## src/rtl/ssd_scan_driver.sv

```systemverilog
// ---------------------------------------------------------------------------
// ssd_scan_driver
//
// Multiplexed seven-segment scan driver for NUM_DIGITS digits.
// - A refresh prescaler sets how long each digit slot lasts.
// - Load uses a double buffer. A load strobe captures the codes into a
//   staging buffer. The staging buffer moves to the active buffer only when
//   the scan wraps to digit 0, so a frame is never shown torn.
// - Brightness comes from a free-running PWM counter that gates the
//   digit select.
// - The enable input freezes the scan and blanks the display.
//
// Optional feature (compile-time macro SSD_SCAN_BLINK_EN):
//   Adds parameter BLINK_FRAMES and input blink_mask. Masked digits blink
//   with a phase bit that toggles every BLINK_FRAMES frames.
//
// Ports:
//   clk            system clock
//   reset_n        asynchronous active-low reset
//   displayValues  packed digit codes; the MSB slice is digit 0 (leftmost)
//   load           one-cycle strobe that captures displayValues into staging
//   enable         1 = scan; 0 = prescaler frozen and all digits dark
//   brightness     PWM duty; 0 = dark, all-ones = full on
//   blink_mask     (SSD_SCAN_BLINK_EN only) per-digit blink enable; bit i = digit i
//   pending        staging holds a value that has not been committed yet
//   frame_tick     one-cycle pulse when the scan wraps to digit 0
//   ssdAnode       registered active-low segment pattern {g,f,e,d,c,b,a}
//   ssdCathode     registered active-low digit select; digit 0 is the MSB
// ---------------------------------------------------------------------------
module ssd_scan_driver #(
  parameter int NUM_DIGITS  = 4,
  parameter int CODE_W      = 8,
  parameter int REFRESH_DIV = 125_000,
  parameter int BRIGHT_W    = 4
`ifdef SSD_SCAN_BLINK_EN
  ,
  parameter int BLINK_FRAMES = 64
`endif
) (
  input  logic                         clk,
  input  logic                         reset_n,
  input  logic [NUM_DIGITS*CODE_W-1:0] displayValues,
  input  logic                         load,
  input  logic                         enable,
  input  logic [BRIGHT_W-1:0]          brightness,
`ifdef SSD_SCAN_BLINK_EN
  input  logic [NUM_DIGITS-1:0]        blink_mask,
`endif
  output logic                         pending,
  output logic                         frame_tick,
  output logic [6:0]                   ssdAnode,
  output logic [NUM_DIGITS-1:0]        ssdCathode
);

  localparam int CNT_W = $clog2(REFRESH_DIV);
  localparam int IDX_W = (NUM_DIGITS > 1) ? $clog2(NUM_DIGITS) : 1;
  localparam int BUF_W = NUM_DIGITS * CODE_W;

  localparam logic [CNT_W-1:0] CNT_LAST = CNT_W'(REFRESH_DIV - 1);
  localparam logic [IDX_W-1:0] IDX_LAST = IDX_W'(NUM_DIGITS - 1);

  // Hex decode of the low nibble into an active-low {g,f,e,d,c,b,a} pattern.
  function automatic logic [6:0] seg_decode(input logic [CODE_W-1:0] code);
    logic [6:0] seg;
    case (code[3:0])
      4'h0:    seg = 7'h40;
      4'h1:    seg = 7'h79;
      4'h2:    seg = 7'h24;
      4'h3:    seg = 7'h30;
      4'h4:    seg = 7'h19;
      4'h5:    seg = 7'h12;
      4'h6:    seg = 7'h02;
      4'h7:    seg = 7'h78;
      4'h8:    seg = 7'h00;
      4'h9:    seg = 7'h10;
      4'hA:    seg = 7'h08;
      4'hB:    seg = 7'h03;
      4'hC:    seg = 7'h46;
      4'hD:    seg = 7'h21;
      4'hE:    seg = 7'h06;
      4'hF:    seg = 7'h0E;
      default: seg = 7'h7F;
    endcase
    return seg;
  endfunction

  logic [CNT_W-1:0]      count_r;
  logic [IDX_W-1:0]      index_r;
  logic [BRIGHT_W-1:0]   pwm_r;
  logic [BUF_W-1:0]      staging_r;
  logic [BUF_W-1:0]      active_r;
  logic                  pending_r;
  logic                  frame_tick_r;
  logic [6:0]            anode_r;
  logic [NUM_DIGITS-1:0] cathode_r;

  logic                  tick_s;
  logic                  wrap_s;
  logic                  lit_s;
  logic                  blank_s;
  logic [CODE_W-1:0]     code_s;
  logic [NUM_DIGITS-1:0] sel_s;

`ifdef SSD_SCAN_BLINK_EN
  localparam int BLK_W = (BLINK_FRAMES > 1) ? $clog2(BLINK_FRAMES) : 1;
  localparam logic [BLK_W-1:0] BLK_LAST = BLK_W'(BLINK_FRAMES - 1);

  logic [BLK_W-1:0] blink_cnt_r;
  logic             blink_phase_r;
`endif

  // Slot tick, frame wrap, PWM gate, code of the current digit and its select.
  always_comb begin
    tick_s  = enable && (count_r == CNT_LAST);
    // Committing on the tick that leaves the last digit is the frame boundary.
    wrap_s  = tick_s && (index_r == IDX_LAST);
    lit_s   = (pwm_r < brightness) || (&brightness);
    code_s  = {CODE_W{1'b0}};
    sel_s   = {NUM_DIGITS{1'b1}};
    blank_s = 1'b0;
    for (int i = 0; i < NUM_DIGITS; i++) begin
      // Digit i sits in slice NUM_DIGITS-1-i and drives cathode bit NUM_DIGITS-1-i.
      code_s = (index_r == IDX_W'(i)) ? active_r[(NUM_DIGITS-1-i)*CODE_W +: CODE_W] : code_s;
      sel_s[NUM_DIGITS-1-i] = (index_r == IDX_W'(i)) ? 1'b0 : 1'b1;
`ifdef SSD_SCAN_BLINK_EN
      blank_s = (index_r == IDX_W'(i)) ? (!blink_phase_r && blink_mask[i]) : blank_s;
`endif
    end
  end

  // Refresh prescaler and digit index; both hold while disabled.
  always_ff @(posedge clk or negedge reset_n) begin
    if (!reset_n) begin
      count_r <= {CNT_W{1'b0}};
      index_r <= {IDX_W{1'b0}};
    end else if (tick_s) begin
      count_r <= {CNT_W{1'b0}};
      index_r <= (index_r == IDX_LAST) ? {IDX_W{1'b0}} : index_r + IDX_W'(1);
    end else if (enable) begin
      count_r <= count_r + CNT_W'(1);
      index_r <= index_r;
    end else begin
      count_r <= count_r;
      index_r <= index_r;
    end
  end

  // Free-running PWM counter.
  always_ff @(posedge clk or negedge reset_n) begin
    if (!reset_n) begin
      pwm_r <= {BRIGHT_W{1'b0}};
    end else begin
      pwm_r <= pwm_r + BRIGHT_W'(1);
    end
  end

  // Double buffer: a load coinciding with a commit lands in staging and stays pending.
  always_ff @(posedge clk or negedge reset_n) begin
    if (!reset_n) begin
      staging_r <= {BUF_W{1'b0}};
      active_r  <= {BUF_W{1'b0}};
      pending_r <= 1'b0;
    end else begin
      if (load) begin
        staging_r <= displayValues;
      end else begin
        staging_r <= staging_r;
      end
      if (wrap_s && pending_r) begin
        active_r <= staging_r;
      end else begin
        active_r <= active_r;
      end
      if (load) begin
        pending_r <= 1'b1;
      end else if (wrap_s) begin
        pending_r <= 1'b0;
      end else begin
        pending_r <= pending_r;
      end
    end
  end

  // Registered pin drivers and the frame pulse.
  always_ff @(posedge clk or negedge reset_n) begin
    if (!reset_n) begin
      anode_r      <= 7'h7F;
      cathode_r    <= {NUM_DIGITS{1'b1}};
      frame_tick_r <= 1'b0;
    end else begin
      anode_r      <= seg_decode(code_s);
      frame_tick_r <= wrap_s;
      if (enable && lit_s && !blank_s) begin
        cathode_r <= sel_s;
      end else begin
        cathode_r <= {NUM_DIGITS{1'b1}};
      end
    end
  end

`ifdef SSD_SCAN_BLINK_EN
  // Blink phase toggles after every BLINK_FRAMES frame wraps; it starts in the visible phase.
  always_ff @(posedge clk or negedge reset_n) begin
    if (!reset_n) begin
      blink_cnt_r   <= {BLK_W{1'b0}};
      blink_phase_r <= 1'b1;
    end else if (wrap_s) begin
      if (blink_cnt_r == BLK_LAST) begin
        blink_cnt_r   <= {BLK_W{1'b0}};
        blink_phase_r <= ~blink_phase_r;
      end else begin
        blink_cnt_r   <= blink_cnt_r + BLK_W'(1);
        blink_phase_r <= blink_phase_r;
      end
    end else begin
      blink_cnt_r   <= blink_cnt_r;
      blink_phase_r <= blink_phase_r;
    end
  end
`endif

  assign pending    = pending_r;
  assign frame_tick = frame_tick_r;
  assign ssdAnode   = anode_r;
  assign ssdCathode = cathode_r;

endmodule

```

## config.mk

```make
export PLATFORM = sky130hd
export DESIGN_NAME = ssd_scan_driver
export DESIGN_NICKNAME = d
export VERILOG_FILES = /design/src/rtl/ssd_scan_driver.sv
export SDC_FILE = /design/constraint.sdc
export NUM_CORES = 1
export LEC_CHECK = 0
export ABC_AREA = 1
export BUFFER_PORTS_ARGS = -buffer_cell sky130_fd_sc_hd__buf_4
export CAP_MARGIN = 10
export CELL_PAD_IN_SITES_DETAIL_PLACEMENT = 1
export CELL_PAD_IN_SITES_GLOBAL_PLACEMENT = 1
export CORE_UTILIZATION = 45
export DETAILED_ROUTE_END_ITERATION = 12
export PLACE_DENSITY = 0.91
export SYNTH_ARGS = -nofsm -noshare
export SYNTH_HDL_FRONTEND = slang
export SYNTH_SLANG_ARGS = --single-unit
```

## constraint.sdc

```tcl
create_clock -name clk -period 5.14 [get_ports clk]
set_clock_uncertainty 0.15 [all_clocks]
set_input_delay 0.257 -clock clk [delete_from_list [all_inputs] [get_ports clk]]
set_output_delay 0.257 -clock clk [all_outputs]
set_load 0.005 [all_outputs]
```

Word level (Yosys, flattened, before mapping)
Memory sizes are Yosys's and may differ from the RTL's. A register that Yosys moved wholly into a read port is not among the register bits.
Index checks and enable logic that the tools add are counted.
{ "totals": {"reg_bits": 85, "wordCells": 41, "rom_bits": 112, "output_inout_bits": 13, "mem_count": 1} }
{ "memory_table": {"columns": ["memory", "depth", "word_bits", "rd", "rd_clocked_by_memory_dff", "wr", "line_no", "text"], "rows": [
  ["(no name shown)", 16, 7, 1, 1, 0, "65", "case (code[3:0])"]
]} }
{ "classes": {"eq_ne": 4, "muxes": 14, "order_cmp": 1, "add_sub_neg": 3, "reduce_logical": 10} }
{ "op_table": {"columns": ["operator", "n"], "rows": [
  ["$mux 17", 2],
  ["$mux 4", 5],
  ["$add 17x1->17 const B", 1],
  ["$eq 17x17->1 const B", 1],
  ["$mux 1", 6],
  ["$add 4x1->4 const B", 1],
  ["$eq 2x2->1 const B", 2],
  ["$logic_and 1x1->1", 4],
  ["$lt 4x4->1", 1],
  ["$reduce_and 4->1", 1],
  ["$reduce_bool 2->1", 2],
  ["$add 2x1->2 const B", 1],
  ["$eq 2x1->1 const B", 1],
  ["$logic_not 2->1", 1],
  ["$mux 2", 1],
  ["$logic_not 1->1", 1],
  ["$logic_or 1x1->1", 1]
]} }

Logic depth before layout (Yosys ltp)
Gate-level depths: netlist of run 1.
{ "logic_depth": {"ltp_word": 5, "depth_mapped": 14} }

Worst setup path before layout of run 1
OpenSTA, ideal clock, no wires.
{ "synth_path": {"path_type": "reg2reg", "startpoint": "reg index_r[0]", "endpoint": "reg anode_r[3] (netlist: ssdAnode[3])", "stages_incl_launch_ff": 13, "setup_slack_ps": 3104, "setup_time_ps": 76, "n_path_buf": 0, "arrival_time_ps": 1810, "required_time_ps": 4914, "cell_sequence": "dfrtp_1 -> inv_1 -> ha_1 -> inv_2 -> nor2_1 -> nor2_1 -> a21boi_1 -> inv_1 -> ha_1 -> nand2_1 -> nand2_1 -> nand2_1 -> nand2_1"} }
{ "synth_between": {"elab_chain_cells": 5} }
{ "synth_lines": {"columns": ["element", "line_no", "text"], "rows": [
  ["from (decl)", "88", "logic [IDX_W-1:0] index_r;"],
  ["from (signal assigned)", "135", "index_r <= {IDX_W{1'b0}};"],
  ["from (signal assigned)", "138", "index_r <= (index_r == IDX_LAST) ? {IDX_W{1'b0}} : index_r + IDX_W'(1);"],
  ["from (signal assigned)", "141", "index_r <= index_r;"],
  ["$logic_not 2->1", "123", "code_s = (index_r == IDX_W'(i)) ? active_r[(NUM_DIGITS-1-i)*CODE_W +: CODE_W] : code_s;"],
  ["$mux 4 (3 in a row)", "123", null],
  ["$mux 4 (*)", "123", null],
  ["to (decl)", "94", "logic [6:0] anode_r;"]
]} }
Mark *: on every way between the ends. The rest lies on a longest branch, timed or not.
A chain may end at the register's enable or synchronous reset.

Worst setup path after layout of run 1
Ends and elaborated chain as after synthesis.

==> flow_summary.html, run 1 <==
<table>
<tr><th>Metric</th><th>Value</th></tr>
<tr><th colspan="2">Pwr</th></tr>
<tr><td>Switching Share</td><td>31.5%</td></tr>
<tr><td>Total power</td><td>1.29 mW</td></tr>
<tr><td>VDD IR-drop max</td><td>0.210 mV</td></tr>
<tr><td>Internal power</td><td>0.880 mW</td></tr>
<tr><td>Power density of the placed cells</td><td>302 nW/um^2</td></tr>
<tr><td>Fraction of power consumed by the clock network</td><td>34.7%</td></tr>
<tr><td>Combinational cell fraction of total power</td><td>16.3%</td></tr>
<tr><td>Leakage component of the power</td><td>2.33 nW</td></tr>
<tr><td>Power dissipated by switching net loads</td><td>0.405 mW</td></tr>
<tr><td>Power share of the sequential group</td><td>49.0%</td></tr>
<tr><th colspan="2">Global route</th></tr>
<tr><td>Wire length of the first global-routing pass</td><td>15800 um</td></tr>
<tr><td>Sum of overflow across all layers after global routing</td><td>0</td></tr>
<tr><td>Number of global-route vias before repair</td><td>3422</td></tr>
<tr><td>Combined global-route utilization of all metal layers</td><td>24.0%</td></tr>
<tr><td>Maximum number of pins on one net before global-route repair</td><td>69</td></tr>
<tr><td>Initial antenna violation count</td><td>0</td></tr>
<tr><th colspan="2">Critical path</th></tr>
<tr><td>Worst Setup Path Type</td><td>flip-flop to flip-flop</td></tr>
<tr><td>Capturing element type of the critical path</td><td>flip-flop</td></tr>
<tr><td>Crit Path Max Fanout</td><td>28</td></tr>
<tr><td>Critical Path Start Type</td><td>flip-flop</td></tr>
<tr><td>Endpoint required time on the critical path</td><td>5.26 ns</td></tr>
<tr><td>Worst path arrival time</td><td>3.00 ns</td></tr>
<tr><th colspan="2">Detailed routing</th></tr>
<tr><td>Top metal layer carrying routed signals</td><td>met4</td></tr>
<tr><td>Average routed wire per standard cell</td><td>14.9 um</td></tr>
<tr><td>Wire length on met1</td><td>3840 um</td></tr>
<tr><td>Via count of the routed design</td><td>3176</td></tr>
<tr><td>Length of the first detailed-routing pass in iterations</td><td>4</td></tr>
<tr><td>DRC marker count from the first detailed-route iteration</td><td>127</td></tr>
<tr><td>Total length of routed wires</td><td>9170 um</td></tr>
<tr><td>Vias per Instance</td><td>5.16</td></tr>
<tr><td>Antenna violation net count after detailed routing</td><td>0</td></tr>
<tr><td>DRC viols</td><td>0</td></tr>
<tr><td>Met2 wire length</td><td>5050 um</td></tr>
<tr><td>Total met3 wirelength after detailed routing</td><td>182 um</td></tr>
<tr><th colspan="2">Clocking</th></tr>
<tr><td>Number of levels the H-tree was split into</td><td>3</td></tr>
<tr><td>Sinks on Clock Net</td><td>68</td></tr>
<tr><td>CTS tree</td><td>done</td></tr>
<tr><td>Clk pin slew, worst setup/hold paths</td><td>0.08 ns</td></tr>
<tr><td>Insertion delay of the later-clocked pin in the worst-skew pair</td><td>0.35 ns</td></tr>
<tr><td>TritonCTS buffer count</td><td>9</td></tr>
<tr><td>Maximum root-to-sink buffer count</td><td>2</td></tr>
<tr><td>Post-CTS Resized</td><td>0</td></tr>
<tr><td>Master cell of the clock root buffer</td><td>sky130_fd_sc_hd__clkbuf_8</td></tr>
<tr><th colspan="2">STA</th></tr>
<tr><td>Final slew viol count</td><td>0</td></tr>
<tr><td>Least-Margin Pin Slew</td><td>1.07 ns</td></tr>
<tr><td>Final cycle utilization of the critical path</td><td>56.1%</td></tr>
<tr><td>Unrepaired setup endpoints after global routing</td><td>false</td></tr>
<tr><td>Endpoints failing setup</td><td>0</td></tr>
<tr><td>Worst hold margin</td><td>0.0828 ns</td></tr>
<tr><td>Highest achievable clock rate</td><td>347 MHz</td></tr>
<tr><td>Final total negative setup slack</td><td>0 ns</td></tr>
<tr><td>Number of hold violations in the final report</td><td>0</td></tr>
<tr><td>Min cycle time layout</td><td>2.89 ns</td></tr>
<tr><td>Rel. slew slack</td><td>28.5%</td></tr>
<tr><th colspan="2">Cells and area</th></tr>
<tr><td>Area growth from synthesis to layout</td><td>19.5%</td></tr>
<tr><td>Antenna diode instance count</td><td>0</td></tr>
<tr><td>Utilization after layout</td><td>55.4%</td></tr>
<tr><td>Number of nets at the end of the flow</td><td>563</td></tr>
<tr><td>Area used by sequential logic in the layout</td><td>1720 um^2</td></tr>
<tr><td>Filler cell count in the final layout</td><td>958</td></tr>
<tr><td>Cell area after layout</td><td>4260 um^2</td></tr>
<tr><td>Area of the multi-input gates</td><td>1580 um^2</td></tr>
<tr><td>Fraction of final layout cells with drive strength greater than 1</td><td>16.0%</td></tr>
<tr><th colspan="2">Floorplan</th></tr>
<tr><td>Area of the die</td><td>8270 um^2</td></tr>
<tr><td>Die Span Y</td><td>91.0 um</td></tr>
<tr><td>Initial standard-cell utilization of the core</td><td>46.3%</td></tr>
<tr><td>Placeable core region</td><td>7690 um^2</td></tr>
<tr><td>Std cell rows</td><td>32</td></tr>
<tr><td>Die Width</td><td>91.0 um</td></tr>
<tr><td>Number of top-level pins</td><td>53</td></tr>
<tr><th colspan="2">Synthesis</th></tr>
<tr><td>Post-synthesis cell type with the largest combined area</td><td>sky130_fd_sc_hd__dfrtp_1</td></tr>
<tr><td>Number of library cell types mapped by synthesis</td><td>32</td></tr>
<tr><td>Synth Register Bits</td><td>68</td></tr>
<tr><td>Synthesized netlist cell count</td><td>457</td></tr>
<tr><td>Sequential element share of the synthesized area</td><td>48.2%</td></tr>
<tr><td>Total of warnings raised by yosys</td><td>0</td></tr>
<tr><td>Number of nets in the synthesized netlist</td><td>512</td></tr>
<tr><td>Share of the synthesized area in the top cell type</td><td>40.1%</td></tr>
<tr><td>Synthesized area per cell</td><td>7.79 um^2</td></tr>
<tr><td>Top post-synthesis cells by area</td><td>sky130_fd_sc_hd__dfrtp_1, sky130_fd_sc_hd__nand2_1, sky130_fd_sc_hd__dfstp_2</td></tr>
<tr><td>Post-Syn Area</td><td>3560 um^2</td></tr>
<tr><th colspan="2">Place</th></tr>
<tr><td>Total half-perimeter wirelength after legalization and detailed placement</td><td>6090 um</td></tr>
<tr><td>Dpl cell area</td><td>3890 um^2</td></tr>
<tr><td>Port Buffers</td><td>36</td></tr>
<tr><td>Routability-driven placement congestion ratio</td><td>0.834</td></tr>
<tr><th colspan="2">Flow run</th></tr>
<tr><td>Max_cap viols</td><td>0</td></tr>
<tr><th colspan="2">Status</th></tr>
<tr><td>Outcome</td><td>finished, final reports clean</td></tr>
<tr><th colspan="2">Worst hold path</th></tr>
<tr><td>Path category of the worst min-delay check</td><td>input port to flip-flop</td></tr>
</table>
worst paths after layout:
check / start / to / slack (ns) / cells past startpoint
worst min register to register: pwm_r[0] / pwm_r[0] / 0.32 / 1
worst max register to register: index_r[0] / ssdAnode[3] / 2.25 / 9
worst max-delay path: index_r[0] / ssdAnode[3] / 2.25 / 9
worst min-delay path: enable / ssdCathode[1] / 0.08 / 2
min in group asynchronous: reset_n / count_r[16] / 0.41 / 2
max in group asynchronous: reset_n / active_r[11] / 3.87 / 2
metrics by stage:
step | instances | setup slack, ns
2_1_floorplan | 457 | 3.10
3_3_place_gp | 582 | 2.45
3_5_place_dp | 582 | 2.35
4_1_cts | 615 | 2.27
5_1_grt | 615 | 2.02
6_report | 615 | 2.25
power groups by stage:
stage | clock network (mW) | registers (mW) | logic [mW]
2_1_floorplan | 0 | 0.623 | 0.136
3_3_place_gp | 0 | 0.633 | 0.180
3_5_place_dp | 0 | 0.638 | 0.196
4_1_cts | 0.457 | 0.628 | 0.211
5_1_grt | 0.479 | 0.635 | 0.238
6_report | 0.446 | 0.630 | 0.210
layout by cell type (no fill, tap or decap):
master / count
sky130_fd_sc_hd__buf_4: 36
sky130_fd_sc_hd__clkinv_1: 3
sky130_fd_sc_hd__nor2_8: 1
sky130_fd_sc_hd__o21ai_0: 5
sky130_fd_sc_hd__ha_1: 15
sky130_fd_sc_hd__dfstp_2: 11
sky130_fd_sc_hd__nand4_4: 1
sky130_fd_sc_hd__nor2_2: 1
sky130_fd_sc_hd__clkinv_4: 1
sky130_fd_sc_hd__inv_1: 38
sky130_fd_sc_hd__dlygate4sd3_1: 17
sky130_fd_sc_hd__nand2_1: 174
sky130_fd_sc_hd__clkinv_2: 2
sky130_fd_sc_hd__inv_6: 2
sky130_fd_sc_hd__nor2_1: 36
sky130_fd_sc_hd__nand3_4: 1
sky130_fd_sc_hd__nand3_2: 1
sky130_fd_sc_hd__o21ai_1: 8
sky130_fd_sc_hd__inv_2: 11
sky130_fd_sc_hd__and3_1: 1
sky130_fd_sc_hd__a21boi_1: 1
sky130_fd_sc_hd__xnor2_1: 1
sky130_fd_sc_hd__nor3_1: 5
sky130_fd_sc_hd__or2_2: 1
sky130_fd_sc_hd__a21oi_2: 1
sky130_fd_sc_hd__clkbuf_8: 9
sky130_fd_sc_hd__xor2_1: 4
sky130_fd_sc_hd__a21oi_1: 7
sky130_fd_sc_hd__nor3b_1: 1
sky130_fd_sc_hd__bufinv_16: 1
sky130_fd_sc_hd__nand3_1: 37
sky130_fd_sc_hd__dfrtp_1: 57
sky130_fd_sc_hd__nand2_2: 1
sky130_fd_sc_hd__nand4_1: 21
sky130_fd_sc_hd__clkinvlp_4: 1
logic make-up after synthesis:
kind of cell	after synthesis	share of synthesized area [%]
AND/OR/NAND/NOR	282	34.6
flip-flops	68	48.2
adder cells (fa/ha/maj)	15	5.27
buffers and inverters	65	7.48
XOR/XNOR	5	1.23
AO/OA/AOI/OAI	22	3.27
what timing repair did:
action	4_1_cts	5_1_grt
hold buffers	17	0
endpoints found under the hold margin	73	0
buffers inserted	0	0
endpoints found under the setup margin	0	0
flip-flops by register name, summed over array words and instances, names as in the netlist:
| signal | flops |
|---|---|
| staging_r | 16 |
| count_r | 17 |
| index_r | 2 |
| ssdCathode | 4 |
| ssdAnode | 7 |
| active_r | 16 |
| pending | 1 |
| frame_tick | 1 |
| pwm_r | 4 |
worst max-delay path, cell delays in order (launching register included):
cell and delay [ns]:
sky130_fd_sc_hd__dfrtp_1 0.43, sky130_fd_sc_hd__ha_1 0.90, sky130_fd_sc_hd__nor2_1 0.11, sky130_fd_sc_hd__a21boi_1 0.44
sky130_fd_sc_hd__inv_1 0.16, sky130_fd_sc_hd__ha_1 0.26, sky130_fd_sc_hd__nand2_1 0.13, sky130_fd_sc_hd__nand2_1 0.07
sky130_fd_sc_hd__nand2_1 0.08, sky130_fd_sc_hd__nand2_1 0.08
layout make-up:
cell class | count | share of cell area (%)
inverter | 52 | 4.59
clock inverter | 7 | 1.73
sequential | 68 | 40.3
multi-input combinational | 324 | 37.1
tap | 102 | 3.00
clock buffer | 9 | 2.91
timing repair buffer | 53 | 10.3
cells in the mapped netlist, drive strengths merged:
cell    count
nor3b       1
a21boi      1
clkbuf      5
and3        1
or2         1
nand2     175
nor2       38
nand4      22
ha         15
buf         8
dfrtp      57
xor2        4
xnor2       1
dfstp      11
a21oi       8
nand3      39
o21ai      13
nor3        5
inv        49
clkinv      3
metal layers:
layer / vias to the layer above / track usage [%]
met5: - / 0
met4: 0 / 8.20
met3: 10 / 3.27
met2: 47 / 46.1
met1: 1567 / 27.0
li1: 1552 / -
Power figures use the tool's default switching activity.
==> run 2, diff against run 1 <==
--- a/config.mk
+++ b/config.mk
@@ -10,9 +10,9 @@
 export CAP_MARGIN = 10
 export CELL_PAD_IN_SITES_DETAIL_PLACEMENT = 1
 export CELL_PAD_IN_SITES_GLOBAL_PLACEMENT = 1
-export CORE_UTILIZATION = 45
+export CORE_UTILIZATION = 42
 export DETAILED_ROUTE_END_ITERATION = 12
-export PLACE_DENSITY = 0.91
+export PLACE_DENSITY = 0.86
 export SYNTH_ARGS = -nofsm -noshare
 export SYNTH_HDL_FRONTEND = slang
 export SYNTH_SLANG_ARGS = --single-unit
==> constraint.sdc (replaced) <==
create_clock -name clk -period 3 [get_ports clk]
set_clock_uncertainty 0.15 [all_clocks]
set_input_delay 0.15 -clock clk [delete_from_list [all_inputs] [get_ports clk]]
set_output_delay 0.15 -clock clk [all_outputs]
set_load 0.005 [all_outputs]
==> run 2 against run 1 <==
Cell area increased by 4.7%. Worst setup slack got worse by 1.7 ns. Die area increased by 7.0%. Non-clock buffer count increased by 18. Routed wire length increased by 3.4%. Global-route usage increased by 0.44 points. Clock-buffer cell count increased by 3. Power increased by 80%. Critical path depth increased by 3. Cell count increased by 3.4%. Clock power increased by 92%. Combinational power increased by 77%. Critical endpoint unchanged.
==> flow_summary.html, run 2 (same netlist as run 1, synthesis figures left out) <==
<table>
<tr><th>Metric</th><th>Value</th></tr>
<tr><th colspan="2">Clocking</th></tr>
<tr><td>Maximum root-to-sink buffer count</td><td>2 (unchanged)</td></tr>
<tr><td>Number of levels the H-tree was split into</td><td>3 (unchanged)</td></tr>
<tr><td>Clk pin slew, worst setup/hold paths</td><td>0.07 ns (was 0.08 ns)</td></tr>
<tr><td>Master cell of the clock root buffer</td><td>sky130_fd_sc_hd__clkbuf_8 (unchanged)</td></tr>
<tr><td>Post-CTS Resized</td><td>0 (unchanged)</td></tr>
<tr><td>CTS tree</td><td>done (unchanged)</td></tr>
<tr><td>Insertion delay of the later-clocked pin in the worst-skew pair</td><td>0.35 ns (about the same)</td></tr>
<tr><td>TritonCTS buffer count</td><td>9 (unchanged)</td></tr>
<tr><td>Sinks on Clock Net</td><td>68 (unchanged)</td></tr>
<tr><th colspan="2">Critical path</th></tr>
<tr><td>Crit Path Max Fanout</td><td>6 (was 28)</td></tr>
<tr><td>Endpoint required time on the critical path</td><td>3.14 ns (was 5.26 ns)</td></tr>
<tr><td>Crit path buf inv count</td><td>3 (was 1)</td></tr>
<tr><td>Worst Setup Path Type</td><td>flip-flop to flip-flop (unchanged)</td></tr>
<tr><td>Slowest cell on crit path</td><td>sky130_fd_sc_hd__dfrtp_1 (was sky130_fd_sc_hd__ha_1)</td></tr>
<tr><td>FF-to-FF path depth</td><td>12 (was 9)</td></tr>
<tr><td>Worst-case register-to-register setup slack</td><td>0.57 ns (was 2.25 ns)</td></tr>
<tr><td>RR Startpoint</td><td>index_r[0] (unchanged)</td></tr>
<tr><td>Critical path launch point</td><td>index_r[0] (unchanged)</td></tr>
<tr><td>Cells along the critical path</td><td>inv_1 -&gt; ha_1 -&gt; inv_2 -&gt; nor2_1 -&gt; nor2_1 -&gt; a21boi_1 -&gt; inv_1 -&gt; ha_1 -&gt; nand2_1 -&gt; nand2_1 -&gt; nand2_1 -&gt; nand2_1 (was ha_1 -&gt; nor2_1 -&gt; a21boi_1 -&gt; inv_1 -&gt; ha_1 -&gt; nand2_1 -&gt; nand2_1 -&gt; nand2_1 -&gt; nand2_1)</td></tr>
<tr><td>Worst path arrival time</td><td>2.56 ns (was 3.00 ns)</td></tr>
<tr><td>Critical register-to-register path endpoint</td><td>ssdAnode[3] (unchanged)</td></tr>
<tr><td>Crit-path most repeated cell</td><td>sky130_fd_sc_hd__nand2_1 (unchanged)</td></tr>
<tr><td>Critical Path Start Type</td><td>flip-flop (unchanged)</td></tr>
<tr><td>Highest cell delay on the worst timing path</td><td>0.43 ns (was 0.90 ns)</td></tr>
<tr><td>Capturing element type of the critical path</td><td>flip-flop (unchanged)</td></tr>
<tr><td>Delay-heaviest family, CP</td><td>adder cells (unchanged)</td></tr>
<tr><th colspan="2">Floorplan</th></tr>
<tr><td>Number of top-level pins</td><td>53 (unchanged)</td></tr>
<tr><td>Std cell rows</td><td>33 (was 32)</td></tr>
<tr><td>Die Span Y</td><td>94.1 um (was 91.0 um)</td></tr>
<tr><td>Area of the die</td><td>8850 um^2 (was 8270 um^2)</td></tr>
<tr><td>Placeable core region</td><td>8220 um^2 (was 7690 um^2)</td></tr>
<tr><td>Initial standard-cell utilization of the core</td><td>43.3% (was 46.3%)</td></tr>
<tr><td>Die Width</td><td>94.1 um (was 91.0 um)</td></tr>
<tr><th colspan="2">Global route</th></tr>
<tr><td>Combined global-route utilization of all metal layers</td><td>24.5% (was 24.0%)</td></tr>
<tr><td>Maximum number of pins on one net before global-route repair</td><td>69 (unchanged)</td></tr>
<tr><td>Sum of overflow across all layers after global routing</td><td>0 (unchanged)</td></tr>
<tr><td>Number of global-route vias before repair</td><td>3493 (was 3422)</td></tr>
<tr><td>Initial antenna violation count</td><td>0 (unchanged)</td></tr>
<tr><td>Wire length of the first global-routing pass</td><td>16500 um (was 15800 um)</td></tr>
<tr><th colspan="2">STA</th></tr>
<tr><td>Final total negative setup slack</td><td>0 ns (unchanged)</td></tr>
<tr><td>Final cycle utilization of the critical path</td><td>80.9% (was 56.1%)</td></tr>
<tr><td>Unrepaired setup endpoints after global routing</td><td>false (unchanged)</td></tr>
<tr><td>Least-Margin Pin Slew</td><td>0.860 ns (was 1.07 ns)</td></tr>
<tr><td>Rel. slew slack</td><td>42.7% (was 28.5%)</td></tr>
<tr><td>Min cycle time layout</td><td>2.43 ns (was 2.89 ns)</td></tr>
<tr><td>Final slew viol count</td><td>0 (unchanged)</td></tr>
<tr><td>Endpoints failing setup</td><td>0 (unchanged)</td></tr>
<tr><td>Number of hold violations in the final report</td><td>0 (unchanged)</td></tr>
<tr><td>Highest achievable clock rate</td><td>412 MHz (was 347 MHz)</td></tr>
<tr><th colspan="2">Pwr</th></tr>
<tr><td>Switching Share</td><td>29.6% (was 31.5%)</td></tr>
<tr><td>Combinational cell fraction of total power</td><td>16.1% (was 16.3%)</td></tr>
<tr><td>Power share of the sequential group</td><td>46.8% (was 49.0%)</td></tr>
<tr><td>Power dissipated by switching net loads</td><td>0.684 mW (was 0.405 mW)</td></tr>
<tr><td>Internal power</td><td>1.63 mW (was 0.880 mW)</td></tr>
<tr><td>Fraction of power consumed by the clock network</td><td>37.1% (was 34.7%)</td></tr>
<tr><td>VDD IR-drop max</td><td>0.218 mV (was 0.210 mV)</td></tr>
<tr><td>Leakage component of the power</td><td>2.39 nW (was 2.33 nW)</td></tr>
<tr><td>Power density of the placed cells</td><td>518 nW/um^2 (was 302 nW/um^2)</td></tr>
<tr><th colspan="2">Cells and area</th></tr>
<tr><td>Largest register by flop count</td><td>count_r (unchanged)</td></tr>
<tr><td>Most common cell after layout, fill and taps aside</td><td>sky130_fd_sc_hd__nand2_1 (unchanged)</td></tr>
<tr><td>Antenna diode instance count</td><td>0 (unchanged)</td></tr>
<tr><td>Number of flip-flops in the largest register</td><td>17 (unchanged)</td></tr>
<tr><td>Fraction of final layout cells with drive strength greater than 1</td><td>15.3% (was 16.0%)</td></tr>
<tr><td>Area growth from synthesis to layout</td><td>25.2% (was 19.5%)</td></tr>
<tr><td>Biggest registers after layout</td><td>count_r (17), active_r (16), staging_r (16) (unchanged)</td></tr>
<tr><td>Number of nets at the end of the flow</td><td>581 (was 563)</td></tr>
<tr><td>Utilization after layout</td><td>54.2% (was 55.4%)</td></tr>
<tr><td>Highest-count cells in the layout ignoring fill and taps</td><td>sky130_fd_sc_hd__nand2_1, sky130_fd_sc_hd__dfrtp_1, sky130_fd_sc_hd__inv_1 (unchanged)</td></tr>
<tr><th colspan="2">Worst hold path</th></tr>
<tr><td>Number of stages on the worst hold path</td><td>4 (was 2)</td></tr>
<tr><td>Path category of the worst min-delay check</td><td>input port to flip-flop (unchanged)</td></tr>
<tr><td>Worst Hold End</td><td>ssdCathode[2] (was ssdCathode[1])</td></tr>
<tr><td>HP Start</td><td>brightness[2] (was enable)</td></tr>
<tr><th colspan="2">Place</th></tr>
<tr><td>Port Buffers</td><td>36 (unchanged)</td></tr>
<tr><td>Routability-driven placement congestion ratio</td><td>0.820 (was 0.834)</td></tr>
<tr><td>Total half-perimeter wirelength after legalization and detailed placement</td><td>5870 um (was 6090 um)</td></tr>
<tr><th colspan="2">Detailed routing</th></tr>
<tr><td>Antenna violation net count after detailed routing</td><td>0 (unchanged)</td></tr>
<tr><td>Via count of the routed design</td><td>3235 (was 3176)</td></tr>
<tr><td>Average routed wire per standard cell</td><td>14.9 um (about the same)</td></tr>
<tr><td>DRC viols</td><td>0 (unchanged)</td></tr>
<tr><td>DRC marker count from the first detailed-route iteration</td><td>82 (was 127)</td></tr>
<tr><td>Length of the first detailed-routing pass in iterations</td><td>4 (unchanged)</td></tr>
<tr><td>Total length of routed wires</td><td>9480 um (was 9170 um)</td></tr>
<tr><td>Vias per Instance</td><td>5.09 (was 5.16)</td></tr>
<tr><th colspan="2">Flow run</th></tr>
<tr><td>Max_cap viols</td><td>0 (unchanged)</td></tr>
<tr><th colspan="2">Status</th></tr>
<tr><td>Outcome</td><td>finished, final reports clean (unchanged)</td></tr>
</table>
-- run 2: worst max-delay path by stage --
stage,to,slack (ns),cells after the start
floorplan,ssdAnode[3],0.96,12
global placement,ssdAnode[3],0.69,12
CTS,ssdAnode[3],0.57,12
global route,ssdAnode[3],0.33,12
finish,ssdAnode[3],0.57,12
detailed placement,ssdAnode[3],0.61,12
-- run 2: power by group through the flow --
stage          clock (mW)  combinational [mW]  sequential, mW
2_1_floorplan           0               0.232            1.07
6_report            0.856               0.372            1.08
5_1_grt             0.917               0.430            1.09
3_3_place_gp            0               0.309            1.09
3_5_place_dp            0               0.328            1.09
4_1_cts             0.867               0.369            1.08
-- run 2: area by class of cell --
class	instances	area (um^2)
multi-input cells	324	1580
repair buffers	71	618
inverters	52	195
clock inverters	4	72.6
fillers	1005	3760
flip-flops and latches	68	1720
clock buffers	12	145
well taps	105	131
-- run 2: stage by stage --
step                setup slack [ns]  std cells  area, um^2  hold slack, ns  power (mW)
floorplan                      0.964        457        3560          -0.296        1.30
global placement               0.691        586        3900           0.159        1.40
detailed placement             0.611        586        3900           0.169        1.42
CTS                            0.573        636        4460          0.0926        2.31
global route                   0.328        636        4460           0.138        2.44
finish                         0.574        636        4460          0.0896        2.31
-- run 2: worst min-delay path: cells and delay by family --
kind	cells	cell delay [ns]
AO/OA/AOI/OAI	1	0.14
buffers and inverters	1	0.11
AND/OR/NAND/NOR	2	0.15
-- run 2: repair_timing --
action,CTS,global route
setup buffers,0,0
setup endpoints to repair,0,0
hold buffers,34,0
endpoints found under the hold margin,79,0
-- run 2: metal layers --
layer	part of all wire, %	vias up	global-route usage [%]
met5	0	-	0
met4	2.1	0	10.5
met3	2.2	16	4.13
met1	42	1596	27.6
li1	-	1577	-
met2	54	46	45.1
==> run 3, diff against run 2 <==
--- a/config.mk
+++ b/config.mk
@@ -10,9 +10,9 @@
 export CAP_MARGIN = 10
 export CELL_PAD_IN_SITES_DETAIL_PLACEMENT = 1
 export CELL_PAD_IN_SITES_GLOBAL_PLACEMENT = 1
-export CORE_UTILIZATION = 42
+export CORE_UTILIZATION = 38
 export DETAILED_ROUTE_END_ITERATION = 12
-export PLACE_DENSITY = 0.86
+export PLACE_DENSITY = 0.82
 export SYNTH_ARGS = -nofsm -noshare
 export SYNTH_HDL_FRONTEND = slang
 export SYNTH_SLANG_ARGS = --single-unit
==> constraint.sdc (replaced) <==
create_clock -name clk -period 2.2 [get_ports clk]
set_clock_uncertainty 0.15 [all_clocks]
set_input_delay 0.11 -clock clk [delete_from_list [all_inputs] [get_ports clk]]
set_output_delay 0.11 -clock clk [all_outputs]
set_load 0.005 [all_outputs]
==> run 3 against run 2 <==
Sequential share of layout area down 0.37 points. Power up 28%. Routed wire length down 0.45%. Critical path depth down 1. Non-clock buffer count up 5. Sequential power up 36%. Worst setup slack worse by 0.43 ns. First-iteration DRC count up 4.9%. Register-to-register slack worse by 0.43 ns. Die area up 10%. Combinational power up 37%. Flip-flop and latch count unchanged. Critical path type unchanged. Largest power group unchanged.
==> flow_summary.html, run 3 (same netlist as run 1, synthesis figures left out) <==
<table>
<tr><th>Metric</th><th>Value</th></tr>
<tr><th colspan="2">Status</th></tr>
<tr><td>Outcome</td><td>finished, final reports clean (unchanged)</td></tr>
<tr><th colspan="2">STA</th></tr>
<tr><td>Final slew viol count</td><td>0 (unchanged)</td></tr>
<tr><td>Least-Margin Pin Slew</td><td>0.869 ns (was 0.860 ns)</td></tr>
<tr><td>Min cycle time layout</td><td>2.05 ns (was 2.43 ns)</td></tr>
<tr><td>Endpoints failing setup</td><td>0 (unchanged)</td></tr>
<tr><td>Worst hold margin</td><td>0.0950 ns (was 0.0896 ns)</td></tr>
<tr><td>Number of hold violations in the final report</td><td>0 (unchanged)</td></tr>
<tr><td>Final cycle utilization of the critical path</td><td>93.3% (was 80.9%)</td></tr>
<tr><td>Rel. slew slack</td><td>42.1% (was 42.7%)</td></tr>
<tr><td>Highest achievable clock rate</td><td>487 MHz (was 412 MHz)</td></tr>
<tr><td>Final setup margin</td><td>0.148 ns (was 0.574 ns)</td></tr>
<tr><th colspan="2">Critical path</th></tr>
<tr><td>Slowest cell on crit path</td><td>sky130_fd_sc_hd__dfrtp_2 (was sky130_fd_sc_hd__dfrtp_1)</td></tr>
<tr><td>Worst-case register-to-register setup slack</td><td>0.15 ns (was 0.57 ns)</td></tr>
<tr><td>Highest cell delay on the worst timing path</td><td>0.46 ns (was 0.43 ns)</td></tr>
<tr><td>Crit path buf inv count</td><td>2 (was 3)</td></tr>
<tr><td>Cells along the critical path</td><td>inv_2 -&gt; ha_2 -&gt; nand3_1 -&gt; nand2_1 -&gt; nand2_1 -&gt; nand2_1 -&gt; inv_1 -&gt; ha_1 -&gt; nand2_1 -&gt; nand3_1 -&gt; nand2_1 (was inv_1 -&gt; ha_1 -&gt; inv_2 -&gt; nor2_1 -&gt; nor2_1 -&gt; a21boi_1 -&gt; inv_1 -&gt; ha_1 -&gt; nand2_1 -&gt; nand2_1 -&gt; nand2_1 -&gt; nand2_1)</td></tr>
<tr><td>Crit-path most repeated cell</td><td>sky130_fd_sc_hd__nand2_1 (unchanged)</td></tr>
<tr><td>Crit Path Max Fanout</td><td>5 (was 6)</td></tr>
<tr><td>Endpoint required time on the critical path</td><td>2.35 ns (was 3.14 ns)</td></tr>
<tr><td>Capturing element type of the critical path</td><td>flip-flop (unchanged)</td></tr>
<tr><td>Critical Path Start Type</td><td>flip-flop (unchanged)</td></tr>
<tr><td>Delay-heaviest family, CP</td><td>simple AND/OR/NAND/NOR gates (was adder cells)</td></tr>
<tr><td>Worst path arrival time</td><td>2.20 ns (was 2.56 ns)</td></tr>
<tr><td>Worst Setup Path Type</td><td>flip-flop to flip-flop (unchanged)</td></tr>
<tr><th colspan="2">Pwr</th></tr>
<tr><td>VDD IR-drop max</td><td>0.319 mV (was 0.218 mV)</td></tr>
<tr><td>Total power</td><td>2.97 mW (was 2.31 mW)</td></tr>
<tr><td>Leakage component of the power</td><td>2.39 nW (about the same)</td></tr>
<tr><td>Power density of the placed cells</td><td>659 nW/um^2 (was 518 nW/um^2)</td></tr>
<tr><th colspan="2">Cells and area</th></tr>
<tr><td>Highest-count cells in the layout ignoring fill and taps</td><td>sky130_fd_sc_hd__nand2_1, sky130_fd_sc_hd__dfrtp_1, sky130_fd_sc_hd__buf_4 (was sky130_fd_sc_hd__nand2_1, sky130_fd_sc_hd__dfrtp_1, sky130_fd_sc_hd__inv_1)</td></tr>
<tr><td>Biggest registers after layout</td><td>count_r (17), active_r (16), staging_r (16) (unchanged)</td></tr>
<tr><td>Filler cell count in the final layout</td><td>1065 (was 1005)</td></tr>
<tr><td>Number of flip-flops in the largest register</td><td>17 (unchanged)</td></tr>
<tr><td>Fraction of final layout cells with drive strength greater than 1</td><td>18.1% (was 15.3%)</td></tr>
<tr><td>Cell area after layout</td><td>4500 um^2 (was 4460 um^2)</td></tr>
<tr><td>Number of nets at the end of the flow</td><td>586 (was 581)</td></tr>
<tr><td>Most common cell after layout, fill and taps aside</td><td>sky130_fd_sc_hd__nand2_1 (unchanged)</td></tr>
<tr><td>Filler-free cell count of the finished design</td><td>644 (was 636)</td></tr>
<tr><td>Antenna diode instance count</td><td>0 (unchanged)</td></tr>
<tr><td>Largest register by flop count</td><td>count_r (unchanged)</td></tr>
<tr><td>Area growth from synthesis to layout</td><td>26.5% (was 25.2%)</td></tr>
<tr><th colspan="2">Clocking</th></tr>
<tr><td>Master cell of the clock root buffer</td><td>sky130_fd_sc_hd__clkbuf_8 (unchanged)</td></tr>
<tr><td>Maximum root-to-sink buffer count</td><td>2 (unchanged)</td></tr>
<tr><td>TritonCTS buffer count</td><td>9 (unchanged)</td></tr>
<tr><td>Clk pin slew, worst setup/hold paths</td><td>0.09 ns (was 0.07 ns)</td></tr>
<tr><td>Number of levels the H-tree was split into</td><td>3 (unchanged)</td></tr>
<tr><td>Insertion delay of the later-clocked pin in the worst-skew pair</td><td>0.36 ns (was 0.35 ns)</td></tr>
<tr><td>Sinks on Clock Net</td><td>68 (unchanged)</td></tr>
<tr><td>CTS tree</td><td>done (unchanged)</td></tr>
<tr><th colspan="2">Global route</th></tr>
<tr><td>Initial antenna violation count</td><td>0 (unchanged)</td></tr>
<tr><td>Maximum number of pins on one net before global-route repair</td><td>69 (unchanged)</td></tr>
<tr><td>Sum of overflow across all layers after global routing</td><td>0 (unchanged)</td></tr>
<tr><td>Wire length of the first global-routing pass</td><td>16200 um (was 16500 um)</td></tr>
<tr><td>Combined global-route utilization of all metal layers</td><td>21.1% (was 24.5%)</td></tr>
<tr><td>Number of global-route vias before repair</td><td>3593 (was 3493)</td></tr>
<tr><th colspan="2">Flow run</th></tr>
<tr><td>Max_cap viols</td><td>0 (unchanged)</td></tr>
<tr><th colspan="2">Floorplan</th></tr>
<tr><td>Placeable core region</td><td>8890 um^2 (was 8220 um^2)</td></tr>
<tr><td>Initial standard-cell utilization of the core</td><td>40.1% (was 43.3%)</td></tr>
<tr><td>Die Span Y</td><td>98.8 um (was 94.1 um)</td></tr>
<tr><td>Area of the die</td><td>9760 um^2 (was 8850 um^2)</td></tr>
<tr><td>Number of top-level pins</td><td>53 (unchanged)</td></tr>
<tr><td>Die Width</td><td>98.8 um (was 94.1 um)</td></tr>
<tr><td>Std cell rows</td><td>34 (was 33)</td></tr>
<tr><th colspan="2">Worst hold path</th></tr>
<tr><td>Path category of the worst min-delay check</td><td>input port to flip-flop (unchanged)</td></tr>
<tr><th colspan="2">Place</th></tr>
<tr><td>Pre-CTS worst setup slack</td><td>0.0234 ns (was 0.611 ns)</td></tr>
<tr><td>Cell count after placement</td><td>592 (was 586)</td></tr>
<tr><td>Total half-perimeter wirelength after legalization and detailed placement</td><td>6300 um (was 5870 um)</td></tr>
<tr><td>Port Buffers</td><td>36 (unchanged)</td></tr>
<tr><td>Dpl cell area</td><td>3930 um^2 (was 3900 um^2)</td></tr>
<tr><td>Routability-driven placement congestion ratio</td><td>0.788 (was 0.820)</td></tr>
<tr><th colspan="2">Detailed routing</th></tr>
<tr><td>Top metal layer carrying routed signals</td><td>met4 (unchanged)</td></tr>
<tr><td>DRC viols</td><td>0 (unchanged)</td></tr>
<tr><td>Length of the first detailed-routing pass in iterations</td><td>4 (unchanged)</td></tr>
<tr><td>DRC marker count from the first detailed-route iteration</td><td>86 (was 82)</td></tr>
<tr><td>Antenna violation net count after detailed routing</td><td>0 (unchanged)</td></tr>
<tr><td>Total length of routed wires</td><td>9440 um (was 9480 um)</td></tr>
<tr><td>Via count of the routed design</td><td>3242 (was 3235)</td></tr>
<tr><td>Vias per Instance</td><td>5.03 (was 5.09)</td></tr>
<tr><td>Total met3 wirelength after detailed routing</td><td>175 um (was 210 um)</td></tr>
<tr><td>Wire length on met1</td><td>3770 um (was 3980 um)</td></tr>
<tr><td>Average routed wire per standard cell</td><td>14.7 um (was 14.9 um)</td></tr>
<tr><td>Met2 wire length</td><td>5320 um (was 5090 um)</td></tr>
</table>
## run 3: power breakdown
part           internal (mW)  switching, mW  total [mW]
combinational          0.197          0.311       0.508
sequential              1.35          0.119        1.47
clock                  0.473          0.515       0.988
total                   2.02          0.946        2.97
## run 3: tightest hold or removal path, stage by stage
cell and delay [ns]:
sky130_fd_sc_hd__buf_4 0.12, sky130_fd_sc_hd__nand3_1 0.06, sky130_fd_sc_hd__o21ai_0 0.16, sky130_fd_sc_hd__nand3_1 0.11
## run 3: layout make-up
class	count	area, um^2	area share [%]
clock buffer	11	151	3.36
multi-input combinational	324	1610	35.8
timing repair buffer	76	656	14.6
sequential	68	1720	38.1
inverter	52	195	4.33
tap	108	135	3.00
clock inverter	5	35.0	0.778
## run 3: path summary, 6_finish.rpt
kind / from / endpoint / depth (start not counted)
worst max-delay path: index_r[0] / ssdAnode[3] / 11
worst min-delay path: brightness[2] / ssdCathode[0] / 4
worst max register to register: index_r[0] / ssdAnode[3] / 11
worst min register to register: pwm_r[0] / pwm_r[0] / 1
max in group asynchronous: reset_n / index_r[0] / 2
min in group asynchronous: reset_n / count_r[10] / 2
## run 3: layer usage
layer,track usage (%),up-vias
li1,-,1589
met1,21.8,1592
met2,42.0,42
met3,3.05,19
met4,8.50,0
met5,0,-
## run 3: repair_timing
item	4_1_cts	5_1_grt
endpoints found under the hold margin	83	0
endpoints found under the setup margin	3	7
pin swaps	0	1
hold buffers	34	0
buffers inserted	0	2
gates resized for setup	1	10
gates cloned	0	0
## run 3: through the flow
step,TNS (ns),util [%]
2_1_floorplan,0,-
4_1_cts,0,50.1
3_5_place_dp,0,44.1
5_1_grt,-0.00859,50.6
3_3_place_gp,0,44.1
6_report,0,50.6
